**config.mk**
```make
export PLATFORM = sky130hd
export DESIGN_NAME = interrupt_controller
export DESIGN_NICKNAME = d
export VERILOG_FILES = /design/src/rtl/interrupt_controller.sv
export SDC_FILE = /design/constraint.sdc
export NUM_CORES = 1
export LEC_CHECK = 0
export BUFFER_PORTS_ARGS = -buffer_cell sky130_fd_sc_hd__buf_2
export CAP_MARGIN = 40
export CORE_MARGIN = 2
export CORE_UTILIZATION = 40
export DETAILED_ROUTE_END_ITERATION = 8
export PLACE_DENSITY = 0.74
export SYNTH_ARGS = -nofsm -noshare
export SYNTH_HDL_FRONTEND = slang
export SYNTH_SLANG_ARGS = --single-unit
```
**constraint.sdc**
```tcl
create_clock -name clk -period 1.4 [get_ports clk]
set_input_delay 0.14 -clock clk [delete_from_list [all_inputs] [get_ports clk]]
set_output_delay 0.14 -clock clk [all_outputs]
set_load 0.005 [all_outputs]
```
**src/rtl/interrupt_controller.sv**
```systemverilog
`default_nettype none
// ============================================================================
// Module   : interrupt_controller
// Brief    : Edge-captured, maskable 4-source interrupt sequencer with IRQ /
//            Ack / Return handshake and vector generation. Fixed priority by
//            default; define INTC_ROUND_ROBIN_EN for rotating priority.
// Revision : 1.0 - initial release
// ============================================================================
module interrupt_controller #(
    parameter int               NUM_SRC    = 4,
    parameter int               VEC_W      = 16,
    parameter logic [VEC_W-1:0] VEC_BASE   = 16'h0100,
    parameter int               VEC_STRIDE = 8
) (
    input  logic               clk,
    input  logic               rst,
    input  logic [NUM_SRC-1:0] i_sw,
    input  logic               i_mask_write,
    input  logic [NUM_SRC-1:0] i_mask_in,
    input  logic               i_int_ack,
    input  logic               i_int_return,
    output logic               o_irq,
    output logic [VEC_W-1:0]   o_vector,
    output logic [1:0]         o_src_id,
    output logic [NUM_SRC-1:0] o_pending,
    output logic [NUM_SRC-1:0] o_mask,
    output logic               o_in_service
);

    localparam logic [VEC_W-1:0] c_stride = VEC_W'(VEC_STRIDE);

    typedef enum logic [1:0] {
        S_IDLE    = 2'd0,
        S_REQ     = 2'd1,
        S_SERVICE = 2'd2
    } state_t;

    state_t             r_state;
    logic [NUM_SRC-1:0] r_hist;
    logic [NUM_SRC-1:0] r_pending;
    logic [NUM_SRC-1:0] r_mask;
    logic [1:0]         r_src_id;
    logic [VEC_W-1:0]   r_vector;
    logic               r_irq;
    logic               r_in_service;

    logic [NUM_SRC-1:0] w_edge;
    logic [NUM_SRC-1:0] w_cand;
    logic [NUM_SRC-1:0] w_ack_clr;
    logic               w_ack_take;
    logic [1:0]         w_start;
    logic [1:0]         w_idx;
    logic [1:0]         w_win;
    logic               w_found;
    logic [VEC_W-1:0]   w_vec;

    assign w_edge     = i_sw & ~r_hist;
    assign w_cand     = r_pending & ~r_mask;
    assign w_ack_take = (r_state == S_REQ) && i_int_ack;
    // Ack clear is applied before the new edges are OR-ed in, so a coincident edge survives
    assign w_ack_clr  = w_ack_take ? (NUM_SRC'(1) << r_src_id) : '0;

`ifdef INTC_ROUND_ROBIN_EN
    logic [1:0] r_ptr;

    always_ff @(posedge clk or posedge rst) begin
        if (rst) begin
            r_ptr <= 2'd0;
        end else if (w_ack_take) begin
            r_ptr <= r_src_id + 2'd1;
        end
    end

    assign w_start = r_ptr;
`else
    assign w_start = 2'd0;
`endif

    // Circular search from w_start; the first enabled pending source wins
    always_comb begin
        w_found = 1'b0;
        w_win   = 2'd0;
        w_idx   = 2'd0;
        for (int i = 0; i < NUM_SRC; i++) begin
            w_idx = w_start + i[1:0];
            if (!w_found && w_cand[w_idx]) begin
                w_found = 1'b1;
                w_win   = w_idx;
            end
        end
    end

    assign w_vec = VEC_BASE + ({{(VEC_W-2){1'b0}}, w_win} * c_stride);

    always_ff @(posedge clk or posedge rst) begin
        if (rst) begin
            r_state      <= S_IDLE;
            r_hist       <= '0;
            r_pending    <= '0;
            r_mask       <= '1;
            r_src_id     <= 2'd0;
            r_vector     <= '0;
            r_irq        <= 1'b0;
            r_in_service <= 1'b0;
        end else begin
            r_hist    <= i_sw;
            r_pending <= (r_pending & ~w_ack_clr) | w_edge;
            if (i_mask_write) begin
                r_mask <= i_mask_in;
            end
            case (r_state)
                S_IDLE: begin
                    if (w_found) begin
                        r_src_id <= w_win;
                        r_vector <= w_vec;
                        r_irq    <= 1'b1;
                        r_state  <= S_REQ;
                    end
                end
                S_REQ: begin
                    // Request is held even if the winner gets masked meanwhile
                    if (i_int_ack) begin
                        r_irq        <= 1'b0;
                        r_in_service <= 1'b1;
                        r_state      <= S_SERVICE;
                    end
                end
                S_SERVICE: begin
                    if (i_int_return) begin
                        r_in_service <= 1'b0;
                        r_state      <= S_IDLE;
                    end
                end
                default: begin
                    r_irq        <= 1'b0;
                    r_in_service <= 1'b0;
                    r_state      <= S_IDLE;
                end
            endcase
        end
    end

    assign o_irq        = r_irq;
    assign o_vector     = r_vector;
    assign o_src_id     = r_src_id;
    assign o_pending    = r_pending;
    assign o_mask       = r_mask;
    assign o_in_service = r_in_service;

endmodule
`default_nettype wire

```
==> impl_metrics.tcl <==
set metrics [dict create \
    gp_congestion 0.740 \
    synth-xor-area-share_pct 0 \
    dieHeight_um 51.1 \
    core_mm2 0.00215 \
    path_cells "nor2b_4 -> or4_4 -> o21a_1" \
    finalHoldViolCount 0 \
    wl_um 1650 \
    status "complete, but fails checks" \
    path_max_fanout 4 \
    stdcell_count 144 \
    die_w_um 51.1 \
    synthCells 81 \
    ys.warnings.count 0 \
    area_growth_pct 24.0 \
    maxCapViolations 0 \
    worst-endpoint-arrival_ns 1.60 \
    max_freq_mhz 712 \
    setup_viol 1 \
    power.leakage_nw 0.541 \
    synthArstFlopShare_pct 100 \
    r2r_start "o_mask[1]" \
    cpLargestDelayFamily "simple AND/OR/NAND/NOR gates" \
    cts.reportedPaths.clkPinSlew_ns 0.10 \
    ant_nets 0 \
    drt_first_pass_iters 2 \
    synth_area_um2 886 \
    yosysSeqAreaShare_pct 54.2 \
    fin_worst_skew_ns 0.00464 \
    max_stage_delay_ns 0.57 \
    cp_num_buf_inv 0 \
    fin_crit_sh_pct 100 \
    avgSynthCellArea_um2 10.9 \
    whs_endpoint "o_mask[2]" \
    placed_area_mm2 0.00101 \
    num_rows 17 \
    rrSetupSlack_ns -0.005 \
    whs_path_depth 2 \
    fin_crit_ns 1.41 \
    htreeDepth 1 \
    yosys.cell_types.count 21 \
    drt_iter0_markers 4 \
    vias_per_cell 4.72 \
    grt_antenna_before_repair 0 \
    vdd_drop_max_v 0.000911 \
    worstSetupPathType "flip-flop to flip-flop" \
    setup_ws_ns -0.00534 \
    dp_hpwl_um 1270 \
    final_common_cell "buf_2" \
    rsz0062_at_grt "true" \
    cp_slowest_cell "dfstp_2" \
    ys_seq_elements 19 \
    reg2regPathDepth 3 \
    power.density_mw_per_mm2 1650 \
    overflow 0 \
    cts-root-buf "clkbuf_4" \
    slew_violations 0 \
    grt_use_total_pct 14.3 \
    clock_latency_ns 0.29 \
    drcViolationCount 0 \
    hold_class "input pin to flip-flop" \
    clock_sinks 19 \
    ys.flop_type "dfrtp_1" \
    drt-wirelength-per-cell_um 11.5 \
    setup.worst_path.start_class "flip-flop" \
    dp_slack_ns -0.00751 \
    synth_compound_gate_area_share_pct 15.1 \
    first_global_vias 617 \
    dp_cells 135 \
    grt_first_pass_wirelength_um 2720 \
    cp-end-kind "flip-flop" \
    start_util_pct 41.2 \
    violations "negative setup slack" \
    dieArea_mm2 0.00261 \
    drive_gt1_share_pct 39.7 \
    synth_edf_count 0 \
    grt_max_degree 20 \
    synth.mux.area_fraction_pct 5.08 \
    crit_required_ns 1.59 \
    nFillCells 215 \
    pin_count 41 \
    holdWs_ns 0.0768 \
    vias 680 \
    final_cell_mix "buf_2 (27), dfrtp_1 (15), conb_1 (13), o21ai_0 (9), inv_1 (6)" \
    synth_top_family_by_area "buffers and inverters" \
    p_total_mw 1.81 \
    synth-simple-area-share_pct 9.46 \
    antennaDiodeCount 0 \
    numCtsBuffers 3 \
    finalInstanceArea_mm2 0.00110 \
    rr_endpoint "r_state[0]" \
    min_from "i_mask_in[2]" \
    nets 130 \
    cts_tree "yes" \
    port_buffers 27 \
    synth_fa_ha_area_share_pct 0 \
    clockBufferDepth 2 \
]
what timing repair did:
action / in CTS / in global routing
buffers inserted: 0 / 0
hold endpoints to repair: 19 / 0
setup endpoints to repair: 2 / 3
resized for setup: 1 / 2
hold buffers: 5 / 0
cells in the mapped netlist, drive strengths merged, types with 2 or more instances:
library cell  instances  area share, %
buf                  15             13
dfrtp                15             42
o21ai                10            5.6
inv                   6            2.5
dfstp                 4             12
mux2                  4            5.1
nor2b                 4            3.7
a21o                  3            2.5
nand2                 3            1.3
nor2                  3            1.3
o21a                  3            2.5
o41ai                 3            3.0
nand2b                2            1.4
layout make-up:
type                       instances  area, um2  area share, %
timing repair buffer              35        208           18.9
clock buffer                       3       22.5           2.05
multi-input combinational         52        325           29.6
inverter                           6       22.5           2.05
tap                               28       35.0           3.19
sequential                        19        480           43.7
clock inverter                     1       5.00          0.456
flip-flops by register name, indices dropped and copies added (netlist names):
register / flops
o_in_service: 1
o_irq: 1
o_mask: 4
o_pending: 4
o_src_id: 1
o_vector: 2
r_hist: 4
r_state: 2
metal layers:
| layer | global-route usage [%] | routed length (um) | part of all wire, % | up-vias |
|---|---|---|---|---|
| met3 | 2.05 | 111 | 6.7 | 2 |
| met2 | 24.0 | 828 | 50 | 34 |
| li1 | - | - | - | 319 |
| met1 | 18.7 | 703 | 43 | 325 |
| met5 | 0 | 0 | 0 | - |
| met4 | 5.41 | 6 | 0.36 | 0 |
logic make-up (layout without fill, tap and decap cells):
group | Yosys count | after routing
AOI/OAI and AO/OA | 21 | 21
buffers and inverters | 22 | 45
DFF | 19 | 19
muxes | 4 | 4
other | 1 | 13
and+or+nand+nor | 14 | 14
per-stage QoR:
| step | setup TNS, ns | util, % |
|---|---|---|
| 2_1_floorplan | 0 | - |
| 3_3_place_gp | 0 | 46.9 |
| 3_5_place_dp | -0.00751 | 46.9 |
| 4_1_cts | -0.00883 | 50.6 |
| 5_1_grt | -0.0420 | 51.1 |
| 6_report | -0.00534 | 51.1 |
worst max-delay path by stage:
stage / slack [ns] / end / start / cells after the start
after floorplan: 0.02 / r_state[0] / o_mask[1] / 3
after CTS: -0.009 / r_state[0] / o_mask[1] / 3
after detailed placement: -0.008 / r_state[0] / o_mask[3] / 3
final: -0.005 / r_state[0] / o_mask[1] / 3
after global routing: -0.04 / r_state[0] / o_mask[3] / 3
after global placement: 0.02 / r_state[0] / o_mask[1] / 3
power breakdown:
group          switching [mW]  internal [mW]
clock                   0.165          0.106
combinational           0.314          0.351
sequential              0.159          0.714
total                   0.638           1.17
No activity file was read; power rests on OpenSTA's default activity.
